## config.mk

```make
export PLATFORM = sky130hd
export DESIGN_NAME = decode_prefix_accumulator
export DESIGN_NICKNAME = d
export VERILOG_FILES = /design/src/rtl/decode_pkg.sv /design/src/rtl/prefix_byte_classify.sv /design/src/rtl/decode_prefix_accumulator.sv
export SDC_FILE = /design/constraint.sdc
export NUM_CORES = 1
export LEC_CHECK = 0
export CAP_MARGIN = 0
export CORE_ASPECT_RATIO = 1.4
export CORE_MARGIN = 5
export CORE_UTILIZATION = 40
export CTS_CLUSTER_DIAMETER = 200
export DETAILED_ROUTE_END_ITERATION = 6
export PLACE_DENSITY = 0.74
export SLEW_MARGIN = 25
export SYNTH_ARGS = -nofsm -noshare
export SYNTH_HDL_FRONTEND = slang
export SYNTH_SLANG_ARGS = --single-unit
```

## constraint.sdc

```tcl
create_clock -name clock -period 1.6 [get_ports clock]
set_input_delay 0.32 -clock clock [delete_from_list [all_inputs] [get_ports clock]]
set_output_delay 0.32 -clock clock [all_outputs]
set_load 0.03 [all_outputs]
```

## src/rtl/decode_pkg.sv

```systemverilog
// Shared x86 prefix encodings, segment override codes and accumulator states for the decode front end.
// Pure definitions: no latency, no flow control.
package decode_pkg;

  localparam logic [7:0] PFX_ES    = 8'h26;
  localparam logic [7:0] PFX_CS    = 8'h2E;
  localparam logic [7:0] PFX_SS    = 8'h36;
  localparam logic [7:0] PFX_DS    = 8'h3E;
  localparam logic [7:0] PFX_FS    = 8'h64;
  localparam logic [7:0] PFX_GS    = 8'h65;
  localparam logic [7:0] PFX_OPSZ  = 8'h66;
  localparam logic [7:0] PFX_ADSZ  = 8'h67;
  localparam logic [7:0] PFX_LOCK  = 8'hF0;
  localparam logic [7:0] PFX_REPNE = 8'hF2;
  localparam logic [7:0] PFX_REP   = 8'hF3;

  typedef enum logic [2:0] {
    SEG_ES   = 3'd0,
    SEG_CS   = 3'd1,
    SEG_SS   = 3'd2,
    SEG_DS   = 3'd3,
    SEG_FS   = 3'd4,
    SEG_GS   = 3'd5,
    SEG_NONE = 3'd7
  } seg_t;

  typedef enum logic {
    ACCUM = 1'b0,
    HOLD  = 1'b1
  } pfx_state_t;

endpackage

```

## src/rtl/prefix_byte_classify.sv

```systemverilog
// Combinational decode of one instruction byte into prefix class flags and segment code.
// Zero latency; no flow control.
module prefix_byte_classify
  import decode_pkg::*;
(
  input  logic [7:0] in_byte,
  output logic       is_prefix,
  output logic       is_seg,
  output logic [2:0] seg,
  output logic       is_opsz,
  output logic       is_adsz,
  output logic       is_lock,
  output logic       is_rep,
  output logic       is_repne
);

  always_comb begin
    is_seg   = 1'b1;
    seg      = SEG_NONE;
    is_opsz  = 1'b0;
    is_adsz  = 1'b0;
    is_lock  = 1'b0;
    is_rep   = 1'b0;
    is_repne = 1'b0;
    case (in_byte)
      PFX_ES:    seg = SEG_ES;
      PFX_CS:    seg = SEG_CS;
      PFX_SS:    seg = SEG_SS;
      PFX_DS:    seg = SEG_DS;
      PFX_FS:    seg = SEG_FS;
      PFX_GS:    seg = SEG_GS;
      default:   is_seg = 1'b0;
    endcase
    case (in_byte)
      PFX_OPSZ:  is_opsz  = 1'b1;
      PFX_ADSZ:  is_adsz  = 1'b1;
      PFX_LOCK:  is_lock  = 1'b1;
      PFX_REP:   is_rep   = 1'b1;
      PFX_REPNE: is_repne = 1'b1;
      default:   ;
    endcase
    is_prefix = is_seg | is_opsz | is_adsz | is_lock | is_rep | is_repne;
  end

endmodule

```

## src/rtl/decode_prefix_accumulator.sv

```systemverilog
// Folds a run of x86 prefix bytes into one bundle emitted with the opcode byte; bundle valid the cycle after opcode accept.
// Byte input stalls (in_ready=0) while a bundle is held awaiting out_ready.
module decode_prefix_accumulator
  import decode_pkg::*;
#(
  parameter int MAX_PREFIX = 14,
  parameter int COUNT_W    = $clog2(MAX_PREFIX + 1)
) (
  input  logic               clock,
  input  logic               reset,
  input  logic               flush,
  input  logic               default_size_32,
  input  logic               in_valid,
  input  logic [7:0]         in_byte,
  output logic               in_ready,
  output logic               out_valid,
  input  logic               out_ready,
  output logic [7:0]         out_opcode,
  output logic               out_operand_size_32,
  output logic               out_address_size_32,
  output logic               out_lock,
  output logic               out_rep,
  output logic               out_repne,
  output logic [2:0]         out_segment,
  output logic [COUNT_W-1:0] out_prefix_count,
  output logic               out_fault
);

  pfx_state_t         r_state;
  pfx_state_t         w_state_nxt;
  logic [7:0]         r_opcode;
  logic               r_default;
  logic               r_op_pfx;
  logic               r_ad_pfx;
  logic               r_lock;
  logic               r_rep;
  logic               r_repne;
  logic [2:0]         r_segment;
  logic [COUNT_W-1:0] r_count;
  logic               r_fault;

  logic       w_is_prefix, w_is_seg, w_is_opsz, w_is_adsz;
  logic       w_is_lock, w_is_rep, w_is_repne;
  logic [2:0] w_seg;
  logic       w_take_pfx, w_overflow, w_take_op, w_release;

  prefix_byte_classify u_classify (
    .in_byte   (in_byte),
    .is_prefix (w_is_prefix),
    .is_seg    (w_is_seg),
    .seg       (w_seg),
    .is_opsz   (w_is_opsz),
    .is_adsz   (w_is_adsz),
    .is_lock   (w_is_lock),
    .is_rep    (w_is_rep),
    .is_repne  (w_is_repne)
  );

  always_comb begin
    w_take_pfx  = 1'b0;
    w_overflow  = 1'b0;
    w_take_op   = 1'b0;
    w_release   = 1'b0;
    w_state_nxt = r_state;
    case (r_state)
      ACCUM: begin
        if (in_valid) begin
          if (!w_is_prefix) begin
            w_take_op   = 1'b1;
            w_state_nxt = HOLD;
          end else if (r_count == COUNT_W'(MAX_PREFIX)) begin
            w_overflow  = 1'b1;
            w_state_nxt = HOLD;
          end else begin
            w_take_pfx  = 1'b1;
          end
        end
      end
      HOLD: begin
        if (out_ready) begin
          w_release   = 1'b1;
          w_state_nxt = ACCUM;
        end
      end
      default: w_state_nxt = ACCUM;
    endcase
  end

  always_ff @(posedge clock) begin
    if (reset || flush) r_state <= ACCUM;
    else                r_state <= w_state_nxt;
  end

  // Flush clears the latched default too, so a flushed front end looks freshly reset.
  always_ff @(posedge clock) begin
    if (reset || flush) begin
      r_opcode  <= 8'h00;
      r_default <= 1'b0;
      r_op_pfx  <= 1'b0;
      r_ad_pfx  <= 1'b0;
      r_lock    <= 1'b0;
      r_rep     <= 1'b0;
      r_repne   <= 1'b0;
      r_segment <= SEG_NONE;
      r_count   <= '0;
      r_fault   <= 1'b0;
    end else if (w_release) begin
      r_op_pfx  <= 1'b0;
      r_ad_pfx  <= 1'b0;
      r_lock    <= 1'b0;
      r_rep     <= 1'b0;
      r_repne   <= 1'b0;
      r_segment <= SEG_NONE;
      r_count   <= '0;
      r_fault   <= 1'b0;
    end else if (w_take_op) begin
      r_opcode  <= in_byte;
      r_default <= default_size_32;
    end else if (w_overflow) begin
      r_opcode  <= in_byte;
      r_fault   <= 1'b1;
    end else if (w_take_pfx) begin
      r_count <= r_count + 1'b1;
      if (w_is_opsz)  r_op_pfx  <= 1'b1;
      if (w_is_adsz)  r_ad_pfx  <= 1'b1;
      if (w_is_lock)  r_lock    <= 1'b1;
      if (w_is_seg)   r_segment <= w_seg;
      if (w_is_rep) begin
        r_rep   <= 1'b1;
        r_repne <= 1'b0;
      end
      if (w_is_repne) begin
        r_rep   <= 1'b0;
        r_repne <= 1'b1;
      end
    end
  end

  assign in_ready            = (r_state == ACCUM);
  assign out_valid           = (r_state == HOLD);
  assign out_opcode          = r_opcode;
  assign out_operand_size_32 = r_default ^ r_op_pfx;
  assign out_address_size_32 = r_default ^ r_ad_pfx;
  assign out_lock            = r_lock;
  assign out_rep             = r_rep;
  assign out_repne           = r_repne;
  assign out_segment         = r_segment;
  assign out_prefix_count    = r_count;
  assign out_fault           = r_fault;

endmodule

```

Yosys cells after proc, flatten, opt, wreduce, memory -nomap -nowiden:

Cells that the tools add are included.

* register bits after elaboration: 23

* $add $sub $neg: 1
* reduce and logical (&&, ||, !) cells: 14
* muxes and demuxes: 30
* bitwise gates (word level): 11
* eq/ne operators: 12

Operator list (count)
* $eq 8x6->1 const B: 4
* $eq 8x7->1 const B: 4
* $mux 1: 26
* $eq 8x8->1 const B: 3
* $reduce_and 4->1: 5
* $pmux 3 s6: 1
* $mux 8: 2
* $reduce_and 2->1: 3
* $reduce_or 6->1: 1
* $or 1x1->1: 5
* $add 4x1->4 const B: 1
* $eq 4x4->1 const B: 1
* $not 1->1: 4
* $reduce_bool 2->1: 2
* $reduce_and 3->1: 1
* $pmux 1 s2: 1
* $reduce_or 2->1: 1
* $xor 1x1->1: 2
* $logic_or 1x1->1: 1

Depth between registers and ports, before layout:

* depth after elaboration: 13
* depth in mapped cells: 7

Hierarchy:

From an unflattened synthesis, not the netlist that was laid out.

* cell total of the unflattened synthesis: 135
* area, all modules: 1166.1 µm²

By module, submodules not included
* decode_prefix_accumulator: area each 997.2 µm², instances 1, seq. area each 460.4 µm², cells each 108
* prefix_byte_classify: area each 168.9 µm², instances 1, seq. area each 0.0 µm², cells each 27

Worst setup path before layout:

No wires, ideal clock.

* kind: register to register
* start point: register r_count[0], in the netlist out_prefix_count[0]
* end point: register r_segment[2], in the netlist out_segment[2]
* path slack: -303 ps
* data arrival time: 1784 ps
* cell stages (with the launch flop): 7
* setup time: 120 ps
* clock period less this slack: 1903 ps
* data required time: 1480 ps
* path through: dfxtp_1 > inv_1 > ha_1 > and3_1 > nor2_1 > a21boi_0 > a211o_1

* word-level cells in the longest chain between the ends: 7
* elaborated cells on any way between the ends: 11

RTL lines
* start, declared: RTL line decode_prefix_accumulator.sv:39 `logic [COUNT_W-1:0] r_count;`
* start signal, assigned: RTL line decode_prefix_accumulator.sv:123 `r_count <= r_count + 1'b1;`
* $eq 4x4->1 *: RTL line decode_prefix_accumulator.sv:71 `end else if (r_count == COUNT_W'(MAX_PREFIX)) begin`
* $mux 1: RTL line decode_prefix_accumulator.sv:71
* $mux 1: RTL line decode_prefix_accumulator.sv:68 `if (!w_is_prefix) begin`
* $mux 1: RTL line decode_prefix_accumulator.sv:67 `if (in_valid) begin`
* $mux 1: RTL line decode_prefix_accumulator.sv:65 `case (r_state)`
* $not 1->1 (no line)
* $reduce_and 4->1 (no line) *
* end signal, assigned: RTL line decode_prefix_accumulator.sv:127 `if (w_is_seg) r_segment <= w_seg;`
* end, declared: RTL line decode_prefix_accumulator.sv:38 `logic [2:0] r_segment;`

Mark *: on every way between the ends. The rest lies on a longest branch, timed or not.
A chain may end at the register's enable or synchronous reset.

Final worst setup path:

* start point: input port in_byte[7]
* end point: register r_opcode[7], in the netlist out_opcode[7]

* word-level cells in the longest chain between the ends: 13
* elaborated cells on any way between the ends: 33

RTL lines
* start, declared: RTL line decode_prefix_accumulator.sv:14 `input logic [7:0] in_byte,`
* $eq 8x6->1 or $eq 8x7->1 (tied branches): RTL line prefix_byte_classify.sv:25 `case (in_byte)`
* $reduce_or 6->1 (no line)
* $mux 1: RTL line prefix_byte_classify.sv:25
* $or 1x1->1 (5 in series): RTL line prefix_byte_classify.sv:42 `is_prefix = is_seg | is_opsz | is_adsz | is_lock | is_rep | is_repne;`
* $mux 1: RTL line decode_prefix_accumulator.sv:68
* $mux 1: RTL line decode_prefix_accumulator.sv:67
* $mux 1: RTL line decode_prefix_accumulator.sv:65
* $reduce_bool 2->1 (no line)
* $reduce_and 2->1 (no line)
* end signal, assigned: RTL line decode_prefix_accumulator.sv:117 `r_opcode <= in_byte;`
* end signal, assigned: RTL line decode_prefix_accumulator.sv:120 `r_opcode <= in_byte;`
* end, declared: RTL line decode_prefix_accumulator.sv:31 `logic [7:0] r_opcode;`

Several ways; a longest one is shown, not always the timed one. The select of a mux whose other input is x is not followed.

==> metrics.txt <==
clk_lat worst skew=between 0.2 and 0.3 ns; CP Class=input pin to flip-flop; f_max=approximately 640 MHz; Fillers=272; required time of the critical path=1.75 ns; num ports=37; Final min period=1.558 ns; GRT Overall Usage=around 17%; max capacitance violation total=0; Die Span Y=73.23 um; Final Cell Area=approximately 0.0018 mm2; Crit path max-delay family=compound AO/OA/AOI/OAI gates; pin count of the biggest net entering global routing=19; Via Count=between 1000 and 1500; clock buffer depth=2; Setup Total Neg Slack=0 ns; layout net count=207; Hold Violations, Final=0; fin. max-slew vios=0; I/O Buffers=36; core area=0.002820 mm2; Antenna Nets Post-Route=0; Crit-path slowest cell=clkdlybuf4s50_1; Post-synth EDFFs=0; CP peak stage delay=approximately 0.44 ns; Syn Area/Cell=just under 9 um2; clk sink count=23; cell taking the most area after synthesis=dfxtp_1; gpl congestion=about 0.86; Inserted Clock Buffers=3; Worst setup EP type=flip-flop; final worst-path cycle share=slightly below 100%; vias in the first global route=roughly 1200; static leakage=0.8511 nW; peak supply drop=0.4815 mV; Post-DP HPWL=2.500 mm; Worst-Margin Slew=0.3296 ns; Async SR Flop Fraction=0%; Mapped Nets=148; min-delay worst type=flip-flop to flip-flop; Slew headroom=77.99%; std cell rows=23; global-route wire length before repair=between 5 and 6 mm; Mapped Area=0.001142 mm2; drt drc=0; Seq/Total Area, Yosys=40.31%; Detailed Route Iter0 Violations=24; final setup fails=0; number of vias per cell=between 5 and 6; dpl cells=around 220; Post-Route WL=3.325 mm; CP cell instances=clkdlybuf4s50_1, nand3b_1, a21o_4, o21a_4, mux2i_2; Worst-path clk slew=0.08 ns; CP Launch Type=input pin; dpl cell area=0.001685 mm2; Placement Setup Slack=-0.5614 ns; Final Skew=0.001950 ns; Syn Inst Count=approximately 130; area of the multi-input gates=703.2 um2; Netlist cell types=33; initial antenna violation count=0; Die X-Extent=55.17 um; Primary FF master, synth=dfxtp_1; Sequential Area=465.4 um2; non-filler cells, final=227; layout cells sized above 1=about 24%; Hold-fix buffers, CTS=0; Overflow after GRT=0; crit path DAT=between 1.5 and 2 ns; Synthesis Warnings=0; H-tree level count=1; die area=0.004040 mm2; Area Growth Syn to Fin=58.16%; CP max FO=8; CTS tree=yes; Yosys reg bits=23; Root Driver=clkbuf_8; Power Density=635.6 mW/mm2; ANT cells=0; wire per inst=14.65 um; Initial DRT Pass Iterations=4; Tot Pwr=between 0.001 and 0.0015 W; Initial Util=approximately two fifths; synth top area cells=dfxtp_1, mux2i_1, nand2_1; status=completed; Buf/Inv on CP=1; Final WS setup=0.04178 ns; Yosys top cell area share=40.31%
==> what timing repair did <==
action / in CTS / in global routing
endpoints found under the hold margin: 0 / 0
buffers inserted: 0 / 1
endpoints found under the setup margin: 32 / 18
resized for setup: 27 / 18
pin swaps: 4 / 4
==> worst paths after layout <==
path              cells past startpoint                        startpoint                     endpoint  slack (ns)
setup / recovery                      5                        in_byte[7]   out_opcode[7]$_SDFFE_PP0P_        0.04
hold / removal                        2        out_opcode[5]$_SDFFE_PP0P_   out_opcode[5]$_SDFFE_PP0P_        0.46
setup reg to reg                      6  out_prefix_count[0]$_SDFFE_PP0P_  out_segment[2]$_SDFFE_PP1P_        0.11
hold reg to reg                       2        out_opcode[5]$_SDFFE_PP0P_   out_opcode[5]$_SDFFE_PP0P_        0.46
==> placed cells by master (no fill, tap or decap), types with 2 or more instances in the layout <==
| cell type | count |
|---|---|
| clkbuf_8 | 3 |
| a31oi_1 | 4 |
| and2_1 | 2 |
| a41oi_1 | 2 |
| dlymetal6s2s_1 | 8 |
| o21a_1 | 2 |
| inv_1 | 5 |
| o21ai_0 | 2 |
| mux2i_1 | 12 |
| nor2_1 | 8 |
| nand2b_1 | 4 |
| nand3_1 | 4 |
| a21oi_1 | 2 |
| buf_4 | 24 |
| and3b_2 | 2 |
| xor2_1 | 2 |
| or3b_4 | 2 |
| dfxtp_1 | 21 |
| nand2_1 | 27 |
| a211oi_1 | 2 |
| dlygate4sd2_1 | 19 |
| ha_1 | 2 |
| clkdlybuf4s50_1 | 7 |
==> layer usage <==
| metal | part of all wire [%] | track usage (%) |
|---|---|---|
| met1 | 38 | 16.96 |
| met2 | 55 | 31.45 |
| met3 | 5.8 | 3.067 |
| met4 | 1.1 | 6.757 |
| met5 | 0 | 0 |
==> registers in the layout, indices dropped and copies added, names as in the netlist <==
register / flops
out_prefix_count: 4
out_segment: 3
r_op_pfx: 1
out_lock: 1
out_rep: 1
out_repne: 1
out_fault: 1
r_default: 1
r_ad_pfx: 1
out_opcode: 8
out_valid: 1
==> Yosys cell counts (2+ instances only) <==
master	count
mux2i_1	13
o21a_1	3
a211oi_1	3
nand2b_1	4
a41oi_1	3
inv_1	5
nand3_1	5
clkbuf_1	3
nor2_1	9
nand2_1	27
nor3_1	2
and2_1	2
dfxtp_1	23
ha_1	2
a31oi_1	4
xor2_1	2
buf_6	2
o21ai_0	2
a21oi_1	3
and3b_1	2
==> worst min-delay path, delay by kind of cell, from the launching register on <==
| family | cells | cell delay, ns |
|---|---|---|
| flops | 1 | 0.31 |
| simple gates | 1 | 0.05 |
| mux | 1 | 0.05 |
==> report_power, final <==
| part | leakage [nW] | internal (W) | switching (W) |
|---|---|---|---|
| combinational | 0.641 | 0.000101 | 0.000111 |
| sequential | 0.188 | 0.000580 | 0.00000669 |
| clock | 0.0228 | 0.000177 | 0.000173 |
==> final cells by class <==
type / instances / area share (%)
clock buffers: 4 / 2.493
inverters: 5 / 1.039
multi-input cells: 99 / 38.92
flip-flops and latches: 23 / 25.76
well taps: 37 / 2.562
repair buffers: 59 / 29.22
==> logic make-up (layout without fill, tap and decap cells) <==
family | Yosys count | after routing | synth area share [%]
AOI/OAI and AO/OA | 24 | 24 | 15.55
and+or+nand+nor | 58 | 58 | 24.43
DFF | 23 | 23 | 40.31
buffers and inverters | 10 | 68 | 4.600
muxes | 13 | 13 | 11.39
xor gates and xnor gates | 2 | 2 | 1.534
adders and majority gates | 2 | 2 | 2.190
==> stage by stage <==
step	util [%]	hold WS, ns
after floorplan	-	0.4586
after global placement	59.76	0.4433
after detailed placement	59.76	0.4462
after CTS	61.80	0.4588
after global routing	64.06	0.4801
final	64.06	0.4584
(Power assumes the default switching activity.)
